### src/rtl/spi_frame_receiver.sv
// SPI mode-0 slave that captures one FRAME_BITS-wide configuration frame per chip-select window.
// A frame is accepted only if exactly FRAME_BITS sck rising edges arrived while selected.
module spi_frame_receiver #(
  parameter int FRAME_BITS  = 48,
  parameter int SYNC_STAGES = 2,
  parameter int CNT_W       = 6
) (
  input  logic                  clk,
  input  logic                  nreset,
  input  logic                  sck,
  input  logic                  sdi,
  input  logic                  cs_n,
  output logic [FRAME_BITS-1:0] frame_data,
  output logic                  frame_valid,
  output logic                  frame_err,
  output logic                  busy
);

  typedef enum logic [1:0] {
    IDLE  = 2'd0,
    SHIFT = 2'd1,
    DONE  = 2'd2
  } state_t;

  localparam logic [CNT_W-1:0] CNT_FULL = CNT_W'(FRAME_BITS);
  localparam logic [CNT_W-1:0] CNT_MAX  = CNT_W'(FRAME_BITS + 1);

  logic [SYNC_STAGES-1:0] sck_sync, sdi_sync, cs_sync, fill;
  logic                   sck_prev, cs_prev, armed;
  logic                   sck_s, sdi_s, cs_s;
  logic                   sck_rise, cs_rise, cs_fall;

  state_t                 state, state_next;
  logic [CNT_W-1:0]       cnt, cnt_next;
  logic [FRAME_BITS-1:0]  shift_reg, shift_next, data_next;
  logic                   valid_next, err_next;

  assign sck_s = sck_sync[SYNC_STAGES-1];
  assign sdi_s = sdi_sync[SYNC_STAGES-1];
  assign cs_s  = cs_sync[SYNC_STAGES-1];

  assign sck_rise = sck_s & ~sck_prev;
  assign cs_rise  = cs_s & ~cs_prev;
  // A fall only counts once cs_n has been seen high after reset, so a select
  // that was already low at reset release never opens a frame.
  assign cs_fall  = armed & cs_prev & ~cs_s;

  // NOTE: sequential state uses non-blocking assignments so every flop samples
  // the pre-edge values of its neighbours, which keeps the synchronizer chains ordered.
  always_ff @(posedge clk or negedge nreset) begin
    if (!nreset) begin
      sck_sync <= '1;
      sdi_sync <= '1;
      cs_sync  <= '1;
      fill     <= '0;
      sck_prev <= 1'b1;
      cs_prev  <= 1'b1;
      armed    <= 1'b0;
    end else begin
      sck_sync <= {sck_sync[SYNC_STAGES-2:0], sck};
      sdi_sync <= {sdi_sync[SYNC_STAGES-2:0], sdi};
      cs_sync  <= {cs_sync[SYNC_STAGES-2:0], cs_n};
      fill     <= {fill[SYNC_STAGES-2:0], 1'b1};
      sck_prev <= sck_s;
      cs_prev  <= cs_s;
      armed    <= armed | (fill[SYNC_STAGES-1] & cs_s);
    end
  end

  // NOTE: every variable gets a default before the case, so no path leaves
  // one unassigned and no latch is inferred.
  always_comb begin
    state_next = state;
    cnt_next   = cnt;
    shift_next = shift_reg;
    data_next  = frame_data;
    valid_next = 1'b0;
    err_next   = 1'b0;
    unique case (state)
      IDLE: begin
        if (cs_fall) begin
          cnt_next   = '0;
          shift_next = '0;
          state_next = SHIFT;
        end
      end
      SHIFT: begin
        // A bit arriving together with deselect is still counted before judging.
        if (sck_rise) begin
          shift_next = {shift_reg[FRAME_BITS-2:0], sdi_s};
          if (cnt != CNT_MAX) cnt_next = cnt + CNT_W'(1);
        end
        if (cs_rise) state_next = DONE;
      end
      DONE: begin
        if (cnt == CNT_FULL) begin
          data_next  = shift_reg;
          valid_next = 1'b1;
        end else begin
          err_next = 1'b1;
        end
        state_next = IDLE;
      end
      default: state_next = IDLE;
    endcase
  end

  always_ff @(posedge clk or negedge nreset) begin
    if (!nreset) begin
      state       <= IDLE;
      cnt         <= '0;
      shift_reg   <= '0;
      frame_data  <= '0;
      frame_valid <= 1'b0;
      frame_err   <= 1'b0;
      busy        <= 1'b0;
    end else begin
      state       <= state_next;
      cnt         <= cnt_next;
      shift_reg   <= shift_next;
      frame_data  <= data_next;
      frame_valid <= valid_next;
      frame_err   <= err_next;
      busy        <= (state_next == SHIFT);
    end
  end

endmodule

### config.mk
export PLATFORM = sky130hd
export DESIGN_NAME = spi_frame_receiver
export DESIGN_NICKNAME = d
export VERILOG_FILES = /design/src/rtl/spi_frame_receiver.sv
export SDC_FILE = /design/constraint.sdc
export NUM_CORES = 1
export LEC_CHECK = 0
export CAP_MARGIN = 20
export CORE_ASPECT_RATIO = 0.8
export CORE_MARGIN = 2
export CORE_UTILIZATION = 25
export DETAILED_ROUTE_END_ITERATION = 7
export GPL_TIMING_DRIVEN = 0
export PLACE_DENSITY = 0.49
export REMOVE_ABC_BUFFERS = 1
export SETUP_SLACK_MARGIN = 0.15
export SYNTH_ARGS = -nofsm -noshare
export SYNTH_HDL_FRONTEND = slang
export SYNTH_SLANG_ARGS = --single-unit
### constraint.sdc
create_clock -name clk -period 1.8 [get_ports clk]
set_input_delay 0.18 -clock clk [delete_from_list [all_inputs] [get_ports clk]]
set_output_delay 0.18 -clock clk [all_outputs]
set_load 0.05 [all_outputs]
==> run_results.csv <==
group,metric,value,unit
timing,setup_violations,0,
worst_hold_path,worst_hold_path_type,"input port to flop",
cells_and_area,area_growth,38.5,%
clocking,clkLatencyLatePin,0.41,ns
timing,worst_pin_slew,0.541,ns
worst_hold_path,min_path_cells,1,
critical_path,regToRegSetupSlack,0.15,ns
timing,slew_viol_final,0,
global_routing,antenna_found_initial,0,
worst_hold_path,hold_path_startpoint,"sdi",
global_routing,grt_pass1_wl,17600,um
cells_and_area,drive_above_1_share,28.4,%
synth,syn_area,4850,um^2
synth,async_reset_ff_share,100,%
clocking,htreeDepth,4,
clocking,cts_tree,"yes",
global_routing,grt_pass1_vias,3141,
routing,via_per_inst,4.09,
power,p_total,7.06,mW
die,start_util,25.6,%
routing,routed_wl,10800,um
worst_hold_path,hold_end,"sdi_sync[0]",
power,ir_worst_vdd,0.539,mV
critical_path,reg2regPathDepth,5,
cells_and_area,layout_commonest_cell,"dfrtp_1",
routing,drc,0,
synth,synth-edff-count,0,
cells_and_area,final_cell_mix,"dfrtp_1 (106), nand2_1 (54), dlygate4sd2_1 (51)",
global_routing,grt_use_total,11.4,%
synth,yosys.area.top_type,"dfrtp_1",
routing,wl_per_cell,14.6,um
global_routing,grt_max_degree,71,
synth,yosysWarnings,0,
timing,setup_tns,0,ns
synth,syn_area_per_cell,12.9,um^2
critical_path,regToRegStartpoint,"state[0]",
clocking,clock-sinks,118,
synth,yosysUniqueCellTypes,37,
routing,drtAntennaViolNets,0,
synth,ys.flop_type,"dfrtp_1",
synth,synth_area_leaders,"dfrtp_1 (57%), mux2i_1 (10%), mux2_2 (9.1%)",
clocking,cts_max_path_buffers,2,
critical_path,regToRegEndpoint,"cnt[2]",
clocking,cts.clk_slew.worst_paths,0.05,ns
synth,synth_seq_area_share,61.1,%
clocking,numCtsBuffers,17,
power,power.leakage,3.26,nW
die,fp.dieW,160,um
die,rows,45,
synth,synth_top_area_share,56.8,%
routing,drt-pass1-iter-count,4,
power,p_per_area,1050,nW/um^2
job,max_cap_violations,0,
cells_and_area,final_area,6720,um^2
timing,min_period,1.65,ns
place,numPortBuffers,55,
place,gp_congestion,0.691,
die,core_area,19000,um^2
cells_and_area,final_nets,478,
routing,vias,3034,
place,placed_cell_area,5740,um^2
timing,finalCritPeriodShare,91.8,%
place,preCtsSetupSlack,-0.523,ns
die,die-area,20500,um^2
global_routing,grt_overflow,0,
critical_path,cp-end-kind,"flop",
timing,fmax,605,MHz
critical_path,cp_max_fo,4,
die,die_height,129,um
timing,hold_viol,0,
die,ioPinCount,56,
timing,worst_slack,0.148,ns
timing,slew_headroom,64.1,%
cells_and_area,n_antenna_cell,0,
clocking,cts_root_buffer,"clkbuf_16",
synth,yosys_register_bits,118,
routing,drt_iter0_markers,99,
timing,finalClockSkew,0.00947,ns
critical_path,required,2.09,ns
critical_path,crit_type,"flop to flop",
place,hpwlAfterDp,5790,um
timing,rsz0062_at_grt,"true",
critical_path,crit_arrival,1.94,ns
outcome,outcome,"completed",
critical_path,start_kind,"flop",
synth,syn-instance-count,377,
[what timing repair did]
action | CTS | global route
gates cloned | 7 | 0
gates resized for setup | 62 | 7
hold buffers | 1 | 0
pin swaps | 4 | 3
setup buffers | 12 | 11
endpoints found under the hold margin | 48 | 0
endpoints found under the setup margin | 153 | 78
[through the flow]
step	hold WS [ns]	utilization [%]	instances
3_3_place_gp	0.332	29.6	673
4_1_cts	0.157	34.9	730
3_5_place_dp	0.163	30.3	678
6_report	0.183	35.4	741
5_1_grt	0.169	35.4	741
2_1_floorplan	-0.116	-	360
[cell usage after synthesis, types with 2 or more instances]
cell type and count:
a21oi_1 2, o221ai_1 2, dfstp_2 8, nand3b_1 2, mux2_4 9, ha_1 3
nand2b_1 2, nor2_1 3, buf_4 4, inv_1 52, dfrtp_1 110, buf_6 2
mux2_2 39, and3_1 4, a221o_1 2, nand2_1 54, clkbuf_1 4, mux2i_1 49
a211o_1 2, a21o_1 2, buf_2 6
[report_power, final]
part | leakage, nW | internal, mW | switching, mW
combinational | 1.39 | 0.429 | 0.448
sequential | 1.59 | 2.76 | 0.0959
clock | 0.270 | 2.10 | 1.23
[critical path, stage by stage (launching register included)]
cell	delay, ns
dfrtp_4	0.45
buf_4	0.13
nand3b_1	0.17
buf_4	0.19
a21o_1	0.23
a221o_1	0.37
[worst max path at each step]
stage / from / to / slack, ns / depth (start not counted)
after CTS: cnt[3] / frame_data[1] / 0.15 / 5
after global routing: state[0] / shift_reg[14] / 0.06 / 7
after detailed placement: state[0] / frame_data[2] / -0.52 / 5
final: state[0] / cnt[2] / 0.15 / 5
after global placement: state[0] / shift_reg[10] / -5.98 / 3
after floorplan: state[0] / cnt[0] / -3.53 / 3
[area by class of cell]
type,instances,area (um^2)
Inverter,52,199
Fill cell,1876,12300
Clock inverter,12,129
Tap cell,258,323
Clock buffer,20,457
Multi-Input combinational cell,192,1680
Timing Repair Buffer,89,962
Sequential cell,118,2970
[metal layers]
metal | vias to the layer above | routed length, um | part of all wire [%] | global-route usage [%]
met1 | 1528 | 5320 | 49 | 15.0
li1 | 1442 | - | - | -
met4 | 0 | 189 | 1.7 | 5.29
met3 | 12 | 340 | 3.1 | 3.42
met5 | - | 0 | 0 | 0
met2 | 52 | 4990 | 46 | 17.4
[logic make-up (layout without fill, tap and decap cells)]
group                      after synthesis  in the layout  synth area share, %
AOI/OAI and AO/OA                       15             15                 2.55
buffers and inverters                   69            173                 6.11
and+or+nand+nor                         74             76                 7.43
DFF                                    118            118                 61.1
muxes                                   97             97                 22.0
other                                    1              1               0.0773
adders and majority gates                3              3                0.774
(Power assumes the default switching activity.)
